File: src/rtl/mmio_bus_arbiter_pkg.sv
// Shared types and defaults for the KLP32V2 MMIO bus arbiter.
package mmio_arb_pkg;

    typedef enum logic [1:0] {
        ST_IDLE,
        ST_BUSY,
        ST_RESP
    } arb_state_t;

    typedef struct packed {
        logic        we;
        logic [31:0] addr;
        logic [31:0] wdata;
    } mmio_req_t;

    localparam int          DEF_TIMEOUT_CYCLES = 16;
    localparam logic [31:0] DEF_ERR_DATA       = 32'hDEAD_BEEF;
    localparam logic [31:0] DEF_MMIO_BASE      = 32'h1000_0000;
    localparam logic [31:0] DEF_MMIO_MASK      = 32'hF000_0000;

    // True when addr falls inside the MMIO window described by base/mask.
    function automatic logic in_window(input logic [31:0] addr,
                                       input logic [31:0] base,
                                       input logic [31:0] mask);
        return (addr & mask) == base;
    endfunction

endpackage

File: src/rtl/mmio_bus_arbiter_if.sv
// Bundle of the two master request channels and the MMIO slave bus.
// The master modport is the arbiter's view; the slave modport is the
// environment (masters plus MMIO slave) view.
interface mmio_bus_arbiter_if;

    logic        m0_req;
    logic        m0_we;
    logic [31:0] m0_addr;
    logic [31:0] m0_wdata;
    logic        m0_ack;
    logic [31:0] m0_rdata;
    logic        m0_err;
    logic        m0_stall;

    logic        m1_req;
    logic        m1_we;
    logic [31:0] m1_addr;
    logic [31:0] m1_wdata;
    logic        m1_ack;
    logic [31:0] m1_rdata;
    logic        m1_err;

    logic [31:0] bus_addr;
    logic [31:0] bus_wr_data;
    logic [31:0] bus_rd_data;
    logic        bus_cs;
    logic        bus_wr;
    logic        bus_rd;
    logic        bus_ready;

    modport master (
        input  m0_req, m0_we, m0_addr, m0_wdata,
        output m0_ack, m0_rdata, m0_err, m0_stall,
        input  m1_req, m1_we, m1_addr, m1_wdata,
        output m1_ack, m1_rdata, m1_err,
        output bus_addr, bus_wr_data, bus_cs, bus_wr, bus_rd,
        input  bus_rd_data, bus_ready
    );

    modport slave (
        output m0_req, m0_we, m0_addr, m0_wdata,
        input  m0_ack, m0_rdata, m0_err, m0_stall,
        output m1_req, m1_we, m1_addr, m1_wdata,
        input  m1_ack, m1_rdata, m1_err,
        input  bus_addr, bus_wr_data, bus_cs, bus_wr, bus_rd,
        output bus_rd_data, bus_ready
    );

endinterface

File: src/rtl/mmio_bus_arbiter_picker.sv
// Two-requester grant selection for the MMIO arbiter.
// MMIO_ARB_RR_EN defined: round-robin with a last-grant pointer (resets to m1).
// MMIO_ARB_RR_EN undefined: fixed priority, m0 wins, no pointer state.
module mmio_rr_picker (
`ifdef MMIO_ARB_RR_EN
    input  logic clk,
    input  logic reset,
    input  logic take,
`endif
    input  logic req0,
    input  logic req1,
    output logic pick,
    output logic valid
);

`ifdef MMIO_ARB_RR_EN
    logic last;

    // Winner selection: on contention the master not granted last wins.
    always_comb begin
        valid = req0 | req1;
        if (req0 && req1) begin
            pick = ~last;
        end else begin
            pick = ~req0;
        end
    end

    // Pointer follows every grant the arbiter actually takes.
    always_ff @(posedge clk) begin
        if (reset) begin
            last <= 1'b1;
        end else if (take) begin
            last <= pick;
        end
    end
`else
    // Fixed priority: m0 wins whenever it requests.
    always_comb begin
        valid = req0 | req1;
        pick  = ~req0;
    end
`endif

endmodule

File: src/rtl/mmio_bus_arbiter.sv
// Two-master arbiter/sequencer for the KLP32V2 MMIO bus.
// IDLE -> BUSY -> RESP -> IDLE; out-of-window requests skip BUSY.
// All outputs registered except m0_stall. Optional macro: MMIO_ARB_RR_EN.
module mmio_bus_arbiter
    import mmio_arb_pkg::*;
#(
    parameter int          TIMEOUT_CYCLES = DEF_TIMEOUT_CYCLES,
    parameter logic [31:0] ERR_DATA       = DEF_ERR_DATA,
    parameter logic [31:0] MMIO_BASE      = DEF_MMIO_BASE,
    parameter logic [31:0] MMIO_MASK      = DEF_MMIO_MASK
) (
    input  logic                 clk,
    input  logic                 reset,
    mmio_bus_arbiter_if.master   mmio
);

    localparam int CNT_W = $clog2(TIMEOUT_CYCLES + 1);
    localparam logic [CNT_W-1:0] CNT_LAST = CNT_W'(TIMEOUT_CYCLES - 1);

    arb_state_t       state, state_nxt;
    logic [CNT_W-1:0] cnt, cnt_nxt;
    logic             gnt, gnt_nxt;
    mmio_req_t        req_q, req_nxt;
    mmio_req_t        cand;

    logic             pick;
    logic             pick_valid;

    logic             bus_cs_q, bus_cs_nxt;
    logic             bus_wr_q, bus_wr_nxt;
    logic             bus_rd_q, bus_rd_nxt;
    logic [31:0]      bus_addr_q, bus_addr_nxt;
    logic [31:0]      bus_wdata_q, bus_wdata_nxt;
    logic             m0_ack_q, m0_ack_nxt;
    logic             m1_ack_q, m1_ack_nxt;
    logic [31:0]      m0_rdata_q, m0_rdata_nxt;
    logic [31:0]      m1_rdata_q, m1_rdata_nxt;
    logic             m0_err_q, m0_err_nxt;
    logic             m1_err_q, m1_err_nxt;

    logic             resp_valid;
    logic             resp_sel;
    logic             resp_err;
    logic [31:0]      resp_data;

`ifdef MMIO_ARB_RR_EN
    logic take;
    assign take = (state == ST_IDLE) && pick_valid;

    mmio_rr_picker u_picker (
        .clk   (clk),
        .reset (reset),
        .take  (take),
        .req0  (mmio.m0_req),
        .req1  (mmio.m1_req),
        .pick  (pick),
        .valid (pick_valid)
    );
`else
    mmio_rr_picker u_picker (
        .req0  (mmio.m0_req),
        .req1  (mmio.m1_req),
        .pick  (pick),
        .valid (pick_valid)
    );
`endif

    // Request fields of whichever master the picker currently favours.
    always_comb begin
        cand = '0;
        if (pick) begin
            cand.we    = mmio.m1_we;
            cand.addr  = mmio.m1_addr;
            cand.wdata = mmio.m1_wdata;
        end else begin
            cand.we    = mmio.m0_we;
            cand.addr  = mmio.m0_addr;
            cand.wdata = mmio.m0_wdata;
        end
    end

    // Next-state and next-output logic; outputs are computed one cycle ahead
    // so every bus/ack output comes straight from a flop.
    always_comb begin
        state_nxt     = state;
        cnt_nxt       = cnt;
        gnt_nxt       = gnt;
        req_nxt       = req_q;
        bus_cs_nxt    = 1'b0;
        bus_wr_nxt    = 1'b0;
        bus_rd_nxt    = 1'b0;
        bus_addr_nxt  = '0;
        bus_wdata_nxt = '0;
        resp_valid    = 1'b0;
        resp_sel      = gnt;
        resp_err      = 1'b0;
        resp_data     = '0;

        case (state)
            ST_IDLE: begin
                if (pick_valid) begin
                    gnt_nxt = pick;
                    req_nxt = cand;
                    if (in_window(cand.addr, MMIO_BASE, MMIO_MASK)) begin
                        state_nxt     = ST_BUSY;
                        cnt_nxt       = '0;
                        bus_cs_nxt    = 1'b1;
                        bus_wr_nxt    = cand.we;
                        bus_rd_nxt    = ~cand.we;
                        bus_addr_nxt  = cand.addr;
                        bus_wdata_nxt = cand.wdata;
                    end else begin
                        state_nxt  = ST_RESP;
                        resp_valid = 1'b1;
                        resp_sel   = pick;
                        resp_err   = 1'b1;
                        resp_data  = ERR_DATA;
                    end
                end
            end

            ST_BUSY: begin
                if (mmio.bus_ready) begin
                    state_nxt  = ST_RESP;
                    resp_valid = 1'b1;
                    resp_data  = req_q.we ? '0 : mmio.bus_rd_data;
                end else if (cnt == CNT_LAST) begin
                    state_nxt  = ST_RESP;
                    resp_valid = 1'b1;
                    resp_err   = 1'b1;
                    resp_data  = ERR_DATA;
                end else begin
                    cnt_nxt       = cnt + 1'b1;
                    bus_cs_nxt    = 1'b1;
                    bus_wr_nxt    = req_q.we;
                    bus_rd_nxt    = ~req_q.we;
                    bus_addr_nxt  = req_q.addr;
                    bus_wdata_nxt = req_q.wdata;
                end
            end

            ST_RESP: begin
                state_nxt = ST_IDLE;
            end

            default: begin
                state_nxt = ST_IDLE;
            end
        endcase

        m0_ack_nxt   = resp_valid & ~resp_sel;
        m1_ack_nxt   = resp_valid & resp_sel;
        m0_err_nxt   = m0_ack_nxt & resp_err;
        m1_err_nxt   = m1_ack_nxt & resp_err;
        m0_rdata_nxt = m0_ack_nxt ? resp_data : '0;
        m1_rdata_nxt = m1_ack_nxt ? resp_data : '0;
    end

    // State, sequencing registers and registered outputs.
    always_ff @(posedge clk) begin
        if (reset) begin
            state       <= ST_IDLE;
            cnt         <= '0;
            gnt         <= 1'b0;
            req_q       <= '0;
            bus_cs_q    <= 1'b0;
            bus_wr_q    <= 1'b0;
            bus_rd_q    <= 1'b0;
            bus_addr_q  <= '0;
            bus_wdata_q <= '0;
            m0_ack_q    <= 1'b0;
            m1_ack_q    <= 1'b0;
            m0_rdata_q  <= '0;
            m1_rdata_q  <= '0;
            m0_err_q    <= 1'b0;
            m1_err_q    <= 1'b0;
        end else begin
            state       <= state_nxt;
            cnt         <= cnt_nxt;
            gnt         <= gnt_nxt;
            req_q       <= req_nxt;
            bus_cs_q    <= bus_cs_nxt;
            bus_wr_q    <= bus_wr_nxt;
            bus_rd_q    <= bus_rd_nxt;
            bus_addr_q  <= bus_addr_nxt;
            bus_wdata_q <= bus_wdata_nxt;
            m0_ack_q    <= m0_ack_nxt;
            m1_ack_q    <= m1_ack_nxt;
            m0_rdata_q  <= m0_rdata_nxt;
            m1_rdata_q  <= m1_rdata_nxt;
            m0_err_q    <= m0_err_nxt;
            m1_err_q    <= m1_err_nxt;
        end
    end

    assign mmio.bus_cs      = bus_cs_q;
    assign mmio.bus_wr      = bus_wr_q;
    assign mmio.bus_rd      = bus_rd_q;
    assign mmio.bus_addr    = bus_addr_q;
    assign mmio.bus_wr_data = bus_wdata_q;
    assign mmio.m0_ack      = m0_ack_q;
    assign mmio.m1_ack      = m1_ack_q;
    assign mmio.m0_rdata    = m0_rdata_q;
    assign mmio.m1_rdata    = m1_rdata_q;
    assign mmio.m0_err      = m0_err_q;
    assign mmio.m1_err      = m1_err_q;
    assign mmio.m0_stall    = mmio.m0_req & ~mmio.m0_ack;

endmodule
File: src/flat_wrapper.sv
// flat-port wrapper written by rule: the top's interface ports become plain ports
module mmio_bus_arbiter_flat import mmio_arb_pkg::*;
#(
    parameter int          TIMEOUT_CYCLES = DEF_TIMEOUT_CYCLES,
    parameter logic [31:0] ERR_DATA       = DEF_ERR_DATA,
    parameter logic [31:0] MMIO_BASE      = DEF_MMIO_BASE,
    parameter logic [31:0] MMIO_MASK      = DEF_MMIO_MASK
)
  (clk, reset, mmio_m0_req, mmio_m0_we, mmio_m0_addr, mmio_m0_wdata, mmio_m0_ack, mmio_m0_rdata, mmio_m0_err, mmio_m0_stall, mmio_m1_req, mmio_m1_we, mmio_m1_addr, mmio_m1_wdata, mmio_m1_ack, mmio_m1_rdata, mmio_m1_err, mmio_bus_addr, mmio_bus_wr_data, mmio_bus_cs, mmio_bus_wr, mmio_bus_rd, mmio_bus_rd_data, mmio_bus_ready);
  mmio_bus_arbiter_if mmio_i ();
  input  logic clk;
  input  logic reset;
  input wire logic [$bits(mmio_i.m0_req)-1:0] mmio_m0_req;
  input wire logic [$bits(mmio_i.m0_we)-1:0] mmio_m0_we;
  input wire logic [$bits(mmio_i.m0_addr)-1:0] mmio_m0_addr;
  input wire logic [$bits(mmio_i.m0_wdata)-1:0] mmio_m0_wdata;
  output wire logic [$bits(mmio_i.m0_ack)-1:0] mmio_m0_ack;
  output wire logic [$bits(mmio_i.m0_rdata)-1:0] mmio_m0_rdata;
  output wire logic [$bits(mmio_i.m0_err)-1:0] mmio_m0_err;
  output wire logic [$bits(mmio_i.m0_stall)-1:0] mmio_m0_stall;
  input wire logic [$bits(mmio_i.m1_req)-1:0] mmio_m1_req;
  input wire logic [$bits(mmio_i.m1_we)-1:0] mmio_m1_we;
  input wire logic [$bits(mmio_i.m1_addr)-1:0] mmio_m1_addr;
  input wire logic [$bits(mmio_i.m1_wdata)-1:0] mmio_m1_wdata;
  output wire logic [$bits(mmio_i.m1_ack)-1:0] mmio_m1_ack;
  output wire logic [$bits(mmio_i.m1_rdata)-1:0] mmio_m1_rdata;
  output wire logic [$bits(mmio_i.m1_err)-1:0] mmio_m1_err;
  output wire logic [$bits(mmio_i.bus_addr)-1:0] mmio_bus_addr;
  output wire logic [$bits(mmio_i.bus_wr_data)-1:0] mmio_bus_wr_data;
  output wire logic [$bits(mmio_i.bus_cs)-1:0] mmio_bus_cs;
  output wire logic [$bits(mmio_i.bus_wr)-1:0] mmio_bus_wr;
  output wire logic [$bits(mmio_i.bus_rd)-1:0] mmio_bus_rd;
  input wire logic [$bits(mmio_i.bus_rd_data)-1:0] mmio_bus_rd_data;
  input wire logic [$bits(mmio_i.bus_ready)-1:0] mmio_bus_ready;
  assign mmio_i.m0_req = mmio_m0_req;
  assign mmio_i.m0_we = mmio_m0_we;
  assign mmio_i.m0_addr = mmio_m0_addr;
  assign mmio_i.m0_wdata = mmio_m0_wdata;
  assign mmio_m0_ack = mmio_i.m0_ack;
  assign mmio_m0_rdata = mmio_i.m0_rdata;
  assign mmio_m0_err = mmio_i.m0_err;
  assign mmio_m0_stall = mmio_i.m0_stall;
  assign mmio_i.m1_req = mmio_m1_req;
  assign mmio_i.m1_we = mmio_m1_we;
  assign mmio_i.m1_addr = mmio_m1_addr;
  assign mmio_i.m1_wdata = mmio_m1_wdata;
  assign mmio_m1_ack = mmio_i.m1_ack;
  assign mmio_m1_rdata = mmio_i.m1_rdata;
  assign mmio_m1_err = mmio_i.m1_err;
  assign mmio_bus_addr = mmio_i.bus_addr;
  assign mmio_bus_wr_data = mmio_i.bus_wr_data;
  assign mmio_bus_cs = mmio_i.bus_cs;
  assign mmio_bus_wr = mmio_i.bus_wr;
  assign mmio_bus_rd = mmio_i.bus_rd;
  assign mmio_i.bus_rd_data = mmio_bus_rd_data;
  assign mmio_i.bus_ready = mmio_bus_ready;
  mmio_bus_arbiter #(.TIMEOUT_CYCLES(TIMEOUT_CYCLES), .ERR_DATA(ERR_DATA), .MMIO_BASE(MMIO_BASE), .MMIO_MASK(MMIO_MASK)) u_core (.clk(clk), .reset(reset), .mmio(mmio_i));
endmodule
File: config.mk
export PLATFORM = sky130hd
export DESIGN_NAME = mmio_bus_arbiter_flat
export DESIGN_NICKNAME = d
export VERILOG_FILES = /design/src/rtl/mmio_bus_arbiter_pkg.sv /design/src/rtl/mmio_bus_arbiter_if.sv /design/src/rtl/mmio_bus_arbiter_picker.sv /design/src/rtl/mmio_bus_arbiter.sv /design/src/flat_wrapper.sv
export SDC_FILE = /design/constraint.sdc
export NUM_CORES = 1
export LEC_CHECK = 0
export CORE_UTILIZATION = 40
export CTS_CLUSTER_DIAMETER = 120
export DETAILED_ROUTE_END_ITERATION = 8
export PLACE_DENSITY_LB_ADDON = 0.15
export SLEW_MARGIN = 0
export SYNTH_ARGS = -nofsm -noshare
export SYNTH_HDL_FRONTEND = slang
export SYNTH_HIERARCHICAL = 1
export SYNTH_SLANG_ARGS = --single-unit
export TNS_END_PERCENT = 5
File: constraint.sdc
create_clock -name clk -period 2.05 [get_ports clk]
set_input_delay 0.205 -clock clk [delete_from_list [all_inputs] [get_ports clk]]
set_output_delay 0.205 -clock clk [all_outputs]
set_load 0.01 [all_outputs]
==> flow_summary.ini, run 1 <==
[power_and_ir_drop]
powerDensity_nw_per_um2 = 791
total_power_mw = 9.70
peakVddDrop_v = 0.000482
power.leakage_nw = 4.48

[global_routing]
grt_pass1_wl_mm = 36.0
grt_max_degree = 71
grt-ovfl-total = 0
grtUsageTotal = 0.217
antenna_found_initial = 1
grt_pass1_vias = 6988

[cells_and_area]
utilization = 0.624
fin_area_um2 = 12300
nets = 1343
fillers = 1722
drive_above_1_share = 0.127
layout-area-overhead-vs-synth_pct = 51.7

[detailed_routing]
vias_per_cell = 5.08
wl_mm = 23.0
ant_nets = 0
drt_iter0_drc = 389
wl_per_cell_um = 15.8
first_pass_iters = 5
drc = 0
vias = 7389

[clocking]
cts.clk_slew.worst_paths_ns = 0.06
cts_made_buffers = 22
cts_buffer_depth = 3
cts.sinks = 208
htreeDepth = 1
tritoncts = built
hold_buffers = 0
clkLatencyLatePin_ns = 0.49
clock_tree.root_cell = clkbuf_16

[synthesis]
synth_ff_type = dfxtp_1
async_flop_share = 0
synth-edff-count = 0
ys_types = 43
synth_area_um2 = 8080
avgSynthCellArea_um2 = 9.08
synth_cells = 890
synth_nets = 1060
yosysSeqAreaShare = 0.515
ys_warn_count = 6
synth_seq_cells = 208

[timing]
worst_slack_ns = 0.0649
hold_viol_final = 0
slew_viol_final = 0
fmax_mhz = 504
relSlewSlack = 0.465
skew_ns = 0.0116
tightest_slew_ns = 0.802
setup_viol = 0
period_share = 0.968
post-route-min-period_ns = 1.99

[worst_setup_path]
rr_worst_depth = 8
end_kind = flip-flop
timing.rr.end = u_core/cnt[1]
r2r_start = u_core/cnt[0]
crit_required_ns = 2.44
ff2ff_setup_slack_ns = 0.06
cp-start-kind = flip-flop
crit_arrival_ns = 2.37
startpoint = u_core/cnt[0]
path_max_fanout = 5
critical_path_class = reg2reg

[run]
max-cap-violations = 0

[hold_path]
min-delay-start = reset
hp-class = in2reg
hold-path-endpoint = u_core/mmio.bus_addr[28]
min_path_cells = 3

[die]
fp.dieH_um = 144
io-pin-count = 303
rows = 51
fp.dieArea_um2 = 20800
start_util = 0.411
coreArea_um2 = 19700
dieWidth_um = 144

[placement]
post-dp-hpwl_mm = 15.4
post-place-ws_ns = -0.271
portBuffers = 302
gp_congestion = 0.788
dpl_cell_area_um2 = 11500

[run_status]
status = complete, no violations
cells in the mapped netlist, types with 2 or more instances:
| master | number | area [µm²] |
|---|---|---|
| dfxtp_1 | 208 | 4160 |
| nand2_1 | 133 | 499 |
| nor2_1 | 115 | 432 |
| a21oi_1 | 92 | 460 |
| a32oi_1 | 61 | 534 |
| mux2_2 | 60 | 676 |
| nor3_1 | 48 | 240 |
| clkbuf_1 | 44 | 165 |
| nand3b_1 | 24 | 180 |
| buf_2 | 20 | 100 |
| buf_1 | 14 | 52.6 |
| inv_1 | 10 | 37.5 |
| buf_6 | 6 | 67.6 |
| a211oi_1 | 5 | 37.5 |
| o21ai_0 | 5 | 25.0 |
| mux2i_1 | 4 | 40.0 |
| or3_1 | 4 | 25.0 |
| and2_1 | 3 | 18.8 |
| ha_1 | 3 | 37.5 |
| or2_2 | 3 | 18.8 |
| a32o_1 | 2 | 20.0 |
| nand2b_1 | 2 | 12.5 |
| nor2b_1 | 2 | 12.5 |
| nor3b_1 | 2 | 15.0 |
| nor4_1 | 2 | 12.5 |
placed cells by master (no fill, tap or decap), types with 2 or more instances in the layout:
cell type,instances
clkdlybuf4s50_1,301
dfxtp_1,207
nand2_1,133
nor2_1,115
a21oi_1,92
a32oi_1,61
mux2_2,60
nor3_1,48
buf_4,25
nand3b_1,24
clkbuf_16,23
buf_12,13
clkbuf_1,9
inv_1,9
clkinv_2,5
o21ai_0,5
a211oi_1,5
clkbuf_8,4
or3_1,4
mux2i_1,4
and2_1,3
buf_6,3
nor2b_1,2
or2_2,2
nor4b_4,2
nand2b_1,2
nor4_1,2
a32o_1,2
ha_1,2
registers in the layout (all words and copies together), names as in the netlist:
signal / cells
u_core/mmio.m0_err: 1
u_core/mmio.bus_addr: 32
u_core/mmio.bus_rd: 1
u_core/req_q: 65
u_core/mmio.bus_wr_data: 32
u_core/mmio.bus_wr: 1
u_core/mmio.bus_cs: 1
u_core/mmio.m1_err: 1
u_core/mmio.m0_rdata: 32
u_core/mmio.m1_rdata: 32
u_core/cnt: 5
u_core/mmio.m1_ack: 1
u_core/mmio.m0_ack: 1
u_core/state: 2
u_core/gnt: 1
worst max-delay path, stage by stage (launching register included):
cell and delay [ns]:
dfxtp_2 0.33, ha_1 0.20, and3_4 0.19, ha_4 0.17, nor4b_4 0.24, buf_4 0.18
nor2_1 0.06, or2_4 0.25, a32o_1 0.25
report_power, final:
part / internal [mW] / switching [mW] / leakage, nW
Sequential: 4.25 / 0.0977 / 1.69
Combinational: 0.822 / 0.784 / 2.45
Clock: 2.21 / 1.53 / 0.338
what timing repair did:
item	4_1_cts	5_1_grt
endpoints found under the setup margin	19	54
pin swaps	1	1
endpoints found under the hold margin	0	0
buffers inserted	0	1
gates cloned	0	0
gates resized for setup	0	5
per-layer routing:
metal	track usage	share of wire	up-vias
met4	0.0538	0.016	0
met1	0.276	0.42	3431
met2	0.364	0.48	266
li1	-	-	3663
met5	0	0	-
met3	0.0570	0.084	29
worst max path at each step:
stage	to	slack [ns]	cells after the start
after floorplan	u_core/cnt[1]	0.03	8
after global placement	u_core/req_q[60]	-0.23	6
after detailed placement	u_core/mmio.m1_rdata[28]	-0.27	8
after CTS	u_core/mmio.bus_wr_data[1]	0.02	8
after global routing	u_core/cnt[1]	-0.01	8
final	u_core/cnt[1]	0.06	8
cell families (layout without fill, tap and decap cells):
kind of cell | after synthesis | count (layout) | synth area share
and+or+nand+nor | 346 | 346 | 0.193
DFF | 208 | 208 | 0.515
AOI/OAI and AO/OA | 175 | 175 | 0.146
buffers and inverters | 94 | 393 | 0.0523
muxes | 64 | 64 | 0.0886
adders and majority gates | 3 | 3 | 0.00465
other | 0 | 1 | 0
final cells by class:
type	count	area (µm²)	share of cell area
flip-flops and latches	208	4170	0.340
multi-input cells	588	3540	0.289
repair buffers	343	3500	0.285
clock buffers	36	664	0.0542
well taps	265	332	0.0270
inverters	10	38.8	0.00316
clock inverters	4	20.0	0.00163
diodes	1	2.50	0.000204
through the flow:
stage          hold WS [ns]  setup TNS (ns)  instances
2_1_floorplan         0.343               0        890
3_3_place_gp          0.441          -19.83       1413
3_5_place_dp          0.441          -22.45       1413
4_1_cts              0.0812               0       1453
5_1_grt              0.0934         -0.0520       1454
6_report             0.0983               0       1455
Power figures use the tool's default switching activity.
==> inputs of run 2 (changes only) <==
- SLEW_MARGIN: 0 -> unset
==> results of run 2 <==
The final DEF is identical to that of run 1; final timing and power are the same.
